===== src/rtl/uart_rx_if.sv =====
// Receiver-side signal bundle: serial line in, byte and strobes out.
// master = the receiver, slave = whatever consumes its bytes.
interface uart_rx_if;
    logic       i_uart_rx;
    logic       o_wr;
    logic [7:0] o_data;
    logic       o_frame_err;
    logic       o_busy;

    modport master (
        input  i_uart_rx,
        output o_wr, o_data, o_frame_err, o_busy
    );

    modport slave (
        output i_uart_rx,
        input  o_wr, o_data, o_frame_err, o_busy
    );
endinterface


===== src/rtl/uart_rx.sv =====
// 8N1 UART receiver: 2-flop synchronized input, mid-bit sampling,
// one-cycle o_wr / o_frame_err strobes.
module uart_rx #(
    parameter int CLOCKS_PER_BAUD = 1563
) (
    input  logic     i_clk,
    input  logic     i_rst_n,
    uart_rx_if.master bus
);
    localparam int CNT_W = $clog2(CLOCKS_PER_BAUD);
    localparam logic [CNT_W-1:0] HALF_LAST = CNT_W'(CLOCKS_PER_BAUD / 2 - 1);
    localparam logic [CNT_W-1:0] BAUD_LAST = CNT_W'(CLOCKS_PER_BAUD - 1);

    localparam logic [2:0] S_IDLE      = 3'd0;
    localparam logic [2:0] S_START     = 3'd1;
    localparam logic [2:0] S_DATA      = 3'd2;
    localparam logic [2:0] S_STOP      = 3'd3;
    localparam logic [2:0] S_WAIT_IDLE = 3'd4;

    logic             r_sync1;
    logic             r_sync2;
    logic [2:0]       r_state;
    logic [CNT_W-1:0] r_cnt;
    logic [2:0]       r_idx;
    logic [7:0]       r_shreg;
    logic [7:0]       r_data;
    logic             r_wr;
    logic             r_frame_err;
    logic             w_busy;

    assign w_busy = (r_state != S_IDLE);

    always_ff @(posedge i_clk) begin
        if (!i_rst_n) begin
            r_sync1     <= 1'b1;
            r_sync2     <= 1'b1;
            r_state     <= S_IDLE;
            r_cnt       <= '0;
            r_idx       <= '0;
            r_shreg     <= '0;
            r_data      <= '0;
            r_wr        <= 1'b0;
            r_frame_err <= 1'b0;
        end else begin
            r_sync1     <= bus.i_uart_rx;
            r_sync2     <= r_sync1;
            r_wr        <= 1'b0;
            r_frame_err <= 1'b0;
            case (r_state)
                S_IDLE: begin
                    if (!r_sync2) begin
                        r_state <= S_START;
                        r_cnt   <= '0;
                    end
                end
                S_START: begin
                    // Half-bit wait re-checks the start bit, rejecting short glitches
                    if (r_cnt == HALF_LAST) begin
                        r_cnt <= '0;
                        if (!r_sync2) begin
                            r_state <= S_DATA;
                            r_idx   <= '0;
                        end else begin
                            r_state <= S_IDLE;
                        end
                    end else begin
                        r_cnt <= r_cnt + CNT_W'(1);
                    end
                end
                S_DATA: begin
                    if (r_cnt == BAUD_LAST) begin
                        r_cnt   <= '0;
                        r_shreg <= {r_sync2, r_shreg[7:1]};
                        if (r_idx == 3'd7) begin
                            r_state <= S_STOP;
                        end else begin
                            r_idx <= r_idx + 3'd1;
                        end
                    end else begin
                        r_cnt <= r_cnt + CNT_W'(1);
                    end
                end
                S_STOP: begin
                    if (r_cnt == BAUD_LAST) begin
                        r_cnt <= '0;
                        if (r_sync2) begin
                            r_data  <= r_shreg;
                            r_wr    <= 1'b1;
                            r_state <= S_IDLE;
                        end else begin
                            r_frame_err <= 1'b1;
                            r_state     <= S_WAIT_IDLE;
                        end
                    end else begin
                        r_cnt <= r_cnt + CNT_W'(1);
                    end
                end
                S_WAIT_IDLE: begin
                    // A held-low line (break) must not look like a new start bit
                    if (r_sync2) begin
                        r_state <= S_IDLE;
                    end
                end
                default: r_state <= S_IDLE;
            endcase
        end
    end

    assign bus.o_wr        = r_wr;
    assign bus.o_data      = r_data;
    assign bus.o_frame_err = r_frame_err;
    assign bus.o_busy      = w_busy;
endmodule


===== src/flat_wrapper.sv =====
// flat-port wrapper written by rule: the top's interface ports become plain ports
module uart_rx_flat 
#(
    parameter int CLOCKS_PER_BAUD = 1563
)
  (i_clk, i_rst_n, bus_i_uart_rx, bus_o_wr, bus_o_data, bus_o_frame_err, bus_o_busy);
  uart_rx_if bus_i ();
  input  logic i_clk;
  input  logic i_rst_n;
  input wire logic [$bits(bus_i.i_uart_rx)-1:0] bus_i_uart_rx;
  output wire logic [$bits(bus_i.o_wr)-1:0] bus_o_wr;
  output wire logic [$bits(bus_i.o_data)-1:0] bus_o_data;
  output wire logic [$bits(bus_i.o_frame_err)-1:0] bus_o_frame_err;
  output wire logic [$bits(bus_i.o_busy)-1:0] bus_o_busy;
  assign bus_i.i_uart_rx = bus_i_uart_rx;
  assign bus_o_wr = bus_i.o_wr;
  assign bus_o_data = bus_i.o_data;
  assign bus_o_frame_err = bus_i.o_frame_err;
  assign bus_o_busy = bus_i.o_busy;
  uart_rx #(.CLOCKS_PER_BAUD(CLOCKS_PER_BAUD)) u_core (.i_clk(i_clk), .i_rst_n(i_rst_n), .bus(bus_i));
endmodule

===== config.mk =====
export PLATFORM = sky130hd
export DESIGN_NAME = uart_rx_flat
export DESIGN_NICKNAME = d
export VERILOG_FILES = /design/src/rtl/uart_rx_if.sv /design/src/rtl/uart_rx.sv /design/src/flat_wrapper.sv
export SDC_FILE = /design/constraint.sdc
export NUM_CORES = 1
export LEC_CHECK = 0
export ABC_CLOCK_PERIOD_IN_PS = 6270
export CORE_MARGIN = 2
export CORE_UTILIZATION = 55
export CTS_CLUSTER_SIZE = 14
export DETAILED_ROUTE_END_ITERATION = 10
export PLACE_DENSITY = 0.76
export SKIP_CTS_REPAIR_TIMING = 1
export SYNTH_ARGS = -nofsm -noshare
export SYNTH_HDL_FRONTEND = slang
export SYNTH_SLANG_ARGS = --single-unit

===== constraint.sdc =====
create_clock -name i_clk -period 6.27 [get_ports i_clk]
set_clock_uncertainty 0.2 [all_clocks]
set_input_delay 1.5675 -clock i_clk [delete_from_list [all_inputs] [get_ports i_clk]]
set_output_delay 1.5675 -clock i_clk [all_outputs]
set_load 0.1 [all_outputs]

# Word level (Yosys, flattened, before mapping)
# Index checks and enable logic that the tools add are counted.
[totals]
mem_bits_rw = 0
ff_bits = 37
word_cells = 57
out_inout_bits = 11
rom_bits = 0
mem_count = 0
latchBits = 0
input_bits = 3
[op_classes]
n_eq_ne = 15
addsub = 2
n_mux = 20
order_cmp = 0
bitwise = 0
n_mul = 0
n_div = 0
reduce_logical = 11
shift = 0
[ops]
columns = ["operator", "n"]
rows = [
  ["$mux W11", 3],
  ["$mux W3", 11],
  ["$pmux W11 S3", 1],
  ["$pmux W3 S5", 1],
  ["$add A11 B1 Y11 const B", 1],
  ["$eq A11 B10 Y1 const B", 1],
  ["$eq A11 B11 Y1 const B", 1],
  ["$ne A2 B1 Y1 const B", 5],
  ["$eq A3 B2 Y1 const B", 2],
  ["$eq A3 B3 Y1 const B", 2],
  ["$ne A2 B2 Y1 const B", 3],
  ["$pmux W3 S2", 1],
  ["$reduce_and A3 Y1", 2],
  ["$reduce_and A6 Y1", 1],
  ["$reduce_bool A3 Y1", 2],
  ["$reduce_and A5 Y1", 1],
  ["$reduce_and A2 Y1", 2],
  ["$add A3 B1 Y3 const B", 1],
  ["$eq A3 B1 Y1 const B", 1],
  ["$logic_not A3 Y1", 1],
  ["$mux W1", 2],
  ["$mux W2", 1],
  ["$reduce_bool A2 Y1", 1],
  ["$reduce_or A2 Y1", 1],
]

# Depth between registers and ports, before layout
# Gate-level depths: netlist (run 1).
[logic_depth]
word_depth = 4
ltp_mapped = 8
mapped_depth_nobuf = 7

# Worst setup path before layout (run 1)
# Ideal clock, no wire load.
[synth_timing]
path_type = "reg2out"
startpoint = "register u_core.r_state[1]"
endpoint = "output bus_o_busy"
required_ps = 4503
arrival_time_ps = 1371
stages_incl_launch_ff = 3
slack_ps = 3132
path_buffers = 1
path_cell_list = "dfxtp_1 -> clkbuf_1 -> or3_1"
[synth_via]
elab_chain_len = 1
[synth_lines]
columns = ["element", "line_no", "source"]
rows = [
  ["start: declaration", "uart_rx.sv:22", "logic [2:0] r_state;"],
  ["start signal: assignment", "uart_rx.sv:37", "r_state <= S_IDLE;"],
  ["start signal: assignment", "uart_rx.sv:52", "r_state <= S_START;"],
  ["start signal: assignment", "uart_rx.sv:61", "r_state <= S_DATA;"],
  ["$reduce_bool A3 Y1", "uart_rx.sv:31", "assign w_busy = (r_state != S_IDLE);"],
  ["end: declaration", "flat_wrapper.sv:14", "output wire logic [$bits(bus_i.o_busy)-1:0] bus_o_busy;"],
]
# No other way between the ends.

# Worst setup path after layout (run 1)
# Ends and elaborated chain as after synthesis.

==> impl_metrics.env, run 1 <==
export IMPL_multi_input_area_um2=978
export IMPL_cp_required_ns=4.50
export IMPL_period_share_pct=63.9
export IMPL_critPathKind="reg -> out"
export IMPL_synth_enable_flop_cells=0
export IMPL_route_detailed_drc=0
export IMPL_critPathSlowestCell="clkdlybuf4s50_1"
export IMPL_die_y_um=61.1
export IMPL_postRouteAntennaNets=0
export IMPL_dpl_hpwl_mm=2.41
export IMPL_first_global_vias=1315
export IMPL_crit_start="u_core.r_state[1]$_SDFFE_PN0P_"
export IMPL_numCtsBuffers=5
export IMPL_slew_violations=0
export IMPL_critPathCaptureType="output pin"
export IMPL_hold_class="reg -> reg"
export IMPL_cts_root_buf="clkbuf_4"
export IMPL_ys_seq_area_share_pct=41.4
export IMPL_cp_num_buf_inv=1
export IMPL_max_cap_violations=0
export IMPL_cts_htree_levels=2
export IMPL_yosys_warnings=0
export IMPL_postSynthCellCount=192
export IMPL_diodes=0
export IMPL_leakage_nw=0.706
export IMPL_outcome="finished, final reports clean"
export IMPL_period_needed_ns=4.01
export IMPL_grt_overflow_total=0
export IMPL_cp_depth=2
export IMPL_reg2reg_slack_ns=3.89
export IMPL_async_flop_share_pct=0
export IMPL_worstReg2RegEnd="u_core.r_cnt[1]$_SDFFE_PN0P_"
export IMPL_gp_congestion=0.800
export IMPL_clock_fmax_ghz=0.250
export IMPL_drt_initial_drc_count=37
export IMPL_slew_headroom_pct=34.9
export IMPL_cts_tree="yes"
export IMPL_p_total_uw=424
export IMPL_worst_path_max_fanout=14
export IMPL_start_util_pct=58.2
export IMPL_ys_seq_elements=37
export IMPL_hold_viol=0
export IMPL_rsz0062_at_grt="false"
export IMPL_fillers=272
export IMPL_wl_mm=3.29
export IMPL_rr_worst_depth=7
export IMPL_io_pins=14
export IMPL_viasPerCell=5.62
export IMPL_cp_slowest_stage_delay_ns=1.13
export IMPL_layout_drive_gt1_share_pct=6.80
export IMPL_clock_sinks=37
export IMPL_antenna_found_initial=0
export IMPL_die_w_um=61.1
export IMPL_core_area_mm2=0.00308
export IMPL_synth_area_mm2=0.00179
export IMPL_drt_pass1_iterations=4
export IMPL_regArea_um2=741
export IMPL_clk_latency_ns=0.33
export IMPL_ir_drop_mv=0.148
export IMPL_grt_pass1_wl_mm=5.63
export IMPL_start_kind="flop"
export IMPL_syn_area_per_cell_um2=9.33
export IMPL_cts_clk_slew_worst_paths_ns=0.10
export IMPL_finalNetCount=213
export IMPL_finalSetupTns_ns=0
export IMPL_worst_pin_slew_ns=0.973
export IMPL_portBuffers=13
export IMPL_crit_path_end="bus_o_busy"
export IMPL_clock_path_buffers=2
export IMPL_setup_violations=0
export IMPL_globalRouteTotalUtil_pct=20.2
export IMPL_final_common_cell="dfxtp_1"
export IMPL_synth_flop_cell="dfxtp_1"
export IMPL_power_density_mw_per_mm2=209
export IMPL_layout_common_cells="37 x dfxtp_1, 19 x nand2_1, 19 x mux2i_1, 18 x nor2b_1, 13 x clkdlybuf4s50_1"
export IMPL_cp_arrival_ns=2.24
export IMPL_grt_max_degree=32
export IMPL_die_area_mm2=0.00373
export IMPL_r2r_start="u_core.r_cnt[0]$_SDFFE_PN0P_"
export IMPL_synth_cell_types=41
export IMPL_area_growth_pct=13.6
export IMPL_num_rows=20
export IMPL_wl_per_cell_um=13.2
export IMPL_num_vias=1405
export IMPL_synth_nets=200
export IMPL_whs_ns=0.221
export IMPL_crit_chain="or3_1 > clkdlybuf4s50_1"
export IMPL_cpLargestDelayFamily="buffers and inverters"
==> where the power goes <==
| group | switching, mW | internal (mW) |
|---|---|---|
| clock | 0.0732 | 0.0952 |
| sequential | 0.00200 | 0.236 |
| combinational | 0.0111 | 0.00696 |
==> worst min path at each step <==
stage                     cells past startpoint                       from  slack (ns)                   endpoint
final                                         1  u_core.r_sync1$_SDFF_PN1_        0.22  u_core.r_sync2$_SDFF_PN1_
after global routing                          1  u_core.r_sync1$_SDFF_PN1_        0.24  u_core.r_sync2$_SDFF_PN1_
after CTS                                     1  u_core.r_sync1$_SDFF_PN1_        0.22  u_core.r_sync2$_SDFF_PN1_
after floorplan                               1  u_core.r_sync1$_SDFF_PN1_        0.19  u_core.r_sync2$_SDFF_PN1_
after detailed placement                      1  u_core.r_sync1$_SDFF_PN1_        0.20  u_core.r_sync2$_SDFF_PN1_
after global placement                        1  u_core.r_sync1$_SDFF_PN1_        0.19  u_core.r_sync2$_SDFF_PN1_
==> state kept, by name (all words and copies together) (netlist names), 3 cells and up <==
name               count
u_core.r_state         3
u_core.r_shreg         8
u_core.r_idx           3
u_core.bus.o_data      8
u_core.r_cnt          11
==> synth_stat cells, types with 3 or more instances <==
cell | n | area [um^2]
nand2_1 | 19 | 71.3
a21o_1 | 6 | 45.0
nor3b_1 | 3 | 22.5
nor2_1 | 5 | 18.8
mux2i_1 | 19 | 190
nor3_1 | 5 | 25.0
ha_1 | 5 | 62.6
nand3_1 | 6 | 30.0
a21oi_1 | 3 | 15.0
o21ai_0 | 3 | 15.0
o22ai_1 | 3 | 18.8
nor2b_1 | 18 | 113
dfxtp_1 | 37 | 741
nand2b_1 | 5 | 31.3
xnor2_1 | 3 | 26.3
clkbuf_1 | 7 | 26.3
a21boi_0 | 3 | 22.5
inv_1 | 8 | 30.0
nor4_1 | 3 | 18.8
or3_1 | 3 | 18.8
==> routing by layer <==
layer	share of wire (%)	up-vias	global-route usage [%]
met2	50	31	34.5
met1	44	661	24.4
met5	0	-	0
met4	1.4	0	6.21
li1	-	707	-
met3	4.4	6	6.09
==> metrics by stage <==
| stage | setup WS [ns] | area [um^2] | instances | utilization (%) |
|---|---|---|---|---|
| global route | 2.23 | 2030 | 250 | 66.1 |
| global placement | 2.48 | 1950 | 242 | 63.3 |
| floorplan | 3.13 | 1790 | 192 | - |
| detailed placement | 2.36 | 1950 | 242 | 63.3 |
| finish | 2.26 | 2030 | 250 | 66.1 |
| CTS | 2.27 | 2030 | 250 | 66.1 |
==> layout make-up <==
type                    count  share of cell area, %
inverters                   8                   1.48
multi-input cells         138                   48.1
flip-flops and latches     37                   36.4
clock inverters             1                   1.48
well taps                  44                   2.71
clock buffers               7                   2.71
repair buffers             15                   7.13
==> kinds of logic after synthesis <==
kind of cell / Yosys count / synth area share, %
flops: 37 / 41.4
mux: 19 / 10.6
simple gates: 81 / 26.6
compound gates: 30 / 12.4
buf+inv: 17 / 3.98
fa+ha+maj: 5 / 3.49
xor+xnor: 3 / 1.47
Power figures use the tool's default switching activity.
==> run 2: changes to the inputs <==
--- a/config.mk
+++ b/config.mk
@@ -5,12 +5,12 @@
 export SDC_FILE = /design/constraint.sdc
 export NUM_CORES = 1
 export LEC_CHECK = 0
-export ABC_CLOCK_PERIOD_IN_PS = 6270
+export ABC_CLOCK_PERIOD_IN_PS = 3600
 export CORE_MARGIN = 2
-export CORE_UTILIZATION = 55
+export CORE_UTILIZATION = 51
 export CTS_CLUSTER_SIZE = 14
 export DETAILED_ROUTE_END_ITERATION = 10
-export PLACE_DENSITY = 0.76
+export PLACE_DENSITY = 0.74
 export SKIP_CTS_REPAIR_TIMING = 1
 export SYNTH_ARGS = -nofsm -noshare
 export SYNTH_HDL_FRONTEND = slang
==> constraint.sdc (replaced) <==
create_clock -name i_clk -period 3.6 [get_ports i_clk]
set_clock_uncertainty 0.2 [all_clocks]
set_input_delay 0.9 -clock i_clk [delete_from_list [all_inputs] [get_ports i_clk]]
set_output_delay 0.9 -clock i_clk [all_outputs]
set_load 0.1 [all_outputs]
==> run 2 against run 1 <==
Net effect: die area up 7.3%; highest routed layer unchanged; critical path type unchanged; critical endpoint unchanged; routed wire length is 0.79% lower; critical path depth unchanged.
==> impl_metrics.env, run 2 (synthesis results as in run 1) <==
export IMPL_finalSetupTns_ns=0
export IMPL_slew_headroom_pct=65.4
export IMPL_diodes=0
export IMPL_met3_wirelength_um=187
export IMPL_drt_initial_drc_count=70
export IMPL_outcome="finished, final reports clean"
export IMPL_cts_root_buf="clkbuf_4"
export IMPL_dp_cells=245
export IMPL_leakage_nw=0.718
export IMPL_hold_path_depth=1
export IMPL_final_cells=252
export IMPL_routed_top_layer="met4"
export IMPL_wl_per_cell_um=12.9
export IMPL_io_pins=14
export IMPL_cts_clk_slew_worst_paths_ns=0.10
export IMPL_power_density_mw_per_mm2=336
export IMPL_setup_violations=0
export IMPL_period_share_pct=70.6
export IMPL_postRouteAntennaNets=0
export IMPL_start_util_pct=53.2
export IMPL_r2r_start="u_core.r_cnt[0]$_SDFFE_PN0P_"
export IMPL_portBuffers=13
export IMPL_cp_required_ns=2.50
export IMPL_reg2reg_slack_ns=1.25
export IMPL_met1_length_mm=1.46
export IMPL_clock_sinks=37
export IMPL_die_y_um=63.3
export IMPL_min_from="u_core.r_sync1$_SDFF_PN1_"
export IMPL_clk_latency_ns=0.34
export IMPL_globalRouteTotalUtil_pct=18.5
export IMPL_die_area_mm2=0.00400
export IMPL_layout_common_cells="37 x dfxtp_1, 19 x nand2_1, 19 x mux2i_1, 18 x nor2b_1, 14 x buf_4"
export IMPL_clock_path_buffers=2
export IMPL_antenna_found_initial=0
export IMPL_dpl_hpwl_mm=2.40
export IMPL_grt_pass1_wl_mm=5.86
export IMPL_num_rows=21
export IMPL_wl_met2_mm=1.57
export IMPL_hold_viol=0
export IMPL_worst_pin_slew_ns=0.517
export IMPL_final_common_cell="dfxtp_1"
export IMPL_top_register="u_core.r_cnt"
export IMPL_die_w_um=63.3
export IMPL_worst_path_max_fanout=14
export IMPL_core_area_mm2=0.00336
export IMPL_finalNetCount=214
export IMPL_hold_class="reg -> reg"
export IMPL_numCtsBuffers=5
export IMPL_start_kind="flop"
export IMPL_clock_fmax_ghz=0.394
export IMPL_cts_htree_levels=2
export IMPL_route_detailed_drc=0
export IMPL_critPathCaptureType="output pin"
export IMPL_area_growth_pct=11.2
export IMPL_largest_reg_flops=11
export IMPL_worstReg2RegEnd="u_core.r_cnt[1]$_SDFFE_PN0P_"
export IMPL_rr_worst_depth=7
export IMPL_critPathKind="reg -> out"
export IMPL_drt_pass1_iterations=4
export IMPL_viasPerCell=5.62
export IMPL_grt_max_degree=32
export IMPL_num_vias=1417
export IMPL_max_cap_violations=0
export IMPL_rsz0062_at_grt="false"
export IMPL_wl_mm=3.26
export IMPL_layout_drive_gt1_share_pct=12.6
export IMPL_period_needed_ns=2.54
export IMPL_fillers=329
export IMPL_cts_tree="yes"
export IMPL_grt_overflow_total=0
export IMPL_fin_util_pct=59.2
export IMPL_gp_congestion=0.910
export IMPL_first_global_vias=1372
export IMPL_hold_end="u_core.r_sync2$_SDFF_PN1_"
export IMPL_cp_arrival_ns=1.44
export IMPL_ir_drop_mv=0.201
export IMPL_slew_violations=0
run 2: through the flow:
stage | setup slack, ns | instance area, um^2 | power [mW] | hold WS, ns
final | 1.06 | 1990 | 0.670 | 0.221
after global routing | 0.992 | 1990 | 0.696 | 0.252
after CTS | 1.06 | 1990 | 0.680 | 0.230
after detailed placement | 0.811 | 1930 | 0.456 | 0.201
after global placement | 0.867 | 1930 | 0.455 | 0.198
after floorplan | 1.13 | 1790 | 0.447 | 0.186
run 2: worst max-delay path by stage:
stage	from	endpoint	slack [ns]	cells after the start
2_1_floorplan	u_core.r_state[1]$_SDFFE_PN0P_	bus_o_busy	1.13	2
3_3_place_gp	i_rst_n	u_core.r_cnt[5]$_SDFFE_PN0P_	0.87	6
3_5_place_dp	i_rst_n	u_core.r_cnt[8]$_SDFFE_PN0P_	0.81	6
4_1_cts	u_core.r_state[0]$_SDFFE_PN0P_	bus_o_busy	1.06	2
5_1_grt	u_core.r_state[0]$_SDFFE_PN0P_	bus_o_busy	0.99	2
6_report	u_core.r_state[1]$_SDFFE_PN0P_	bus_o_busy	1.06	2
run 2: per-layer routing:
layer	up-vias	global-route usage [%]
li1	712	-
met1	656	21.6
met2	41	30.3
met3	8	6.61
met4	0	8.42
met5	-	0
run 2: cell type report:
type / count / area, um^2 / area share, %
repair buffers: 16 / 125 / 6.29
multi-input cells: 138 / 978 / 49.2
well taps: 46 / 57.6 / 2.89
flip-flops and latches: 37 / 741 / 37.2
inverters: 8 / 30.0 / 1.51
clock inverters: 1 / 7.51 / 0.377
clock buffers: 6 / 51.3 / 2.58
run 2: worst max-delay path, stage by stage (launching register included):
cell	delay [ns]
dfxtp_1	0.45
or3_1	0.41
buf_4	0.24
run 2: where the power goes:
part / total (mW) / internal (mW) / leakage (nW) / switching, mW
registers: 0.414 / 0.411 / 0.298 / 0.00334
clock network: 0.223 / 0.0914 / 0.0303 / 0.132
logic: 0.0317 / 0.0124 / 0.389 / 0.0194
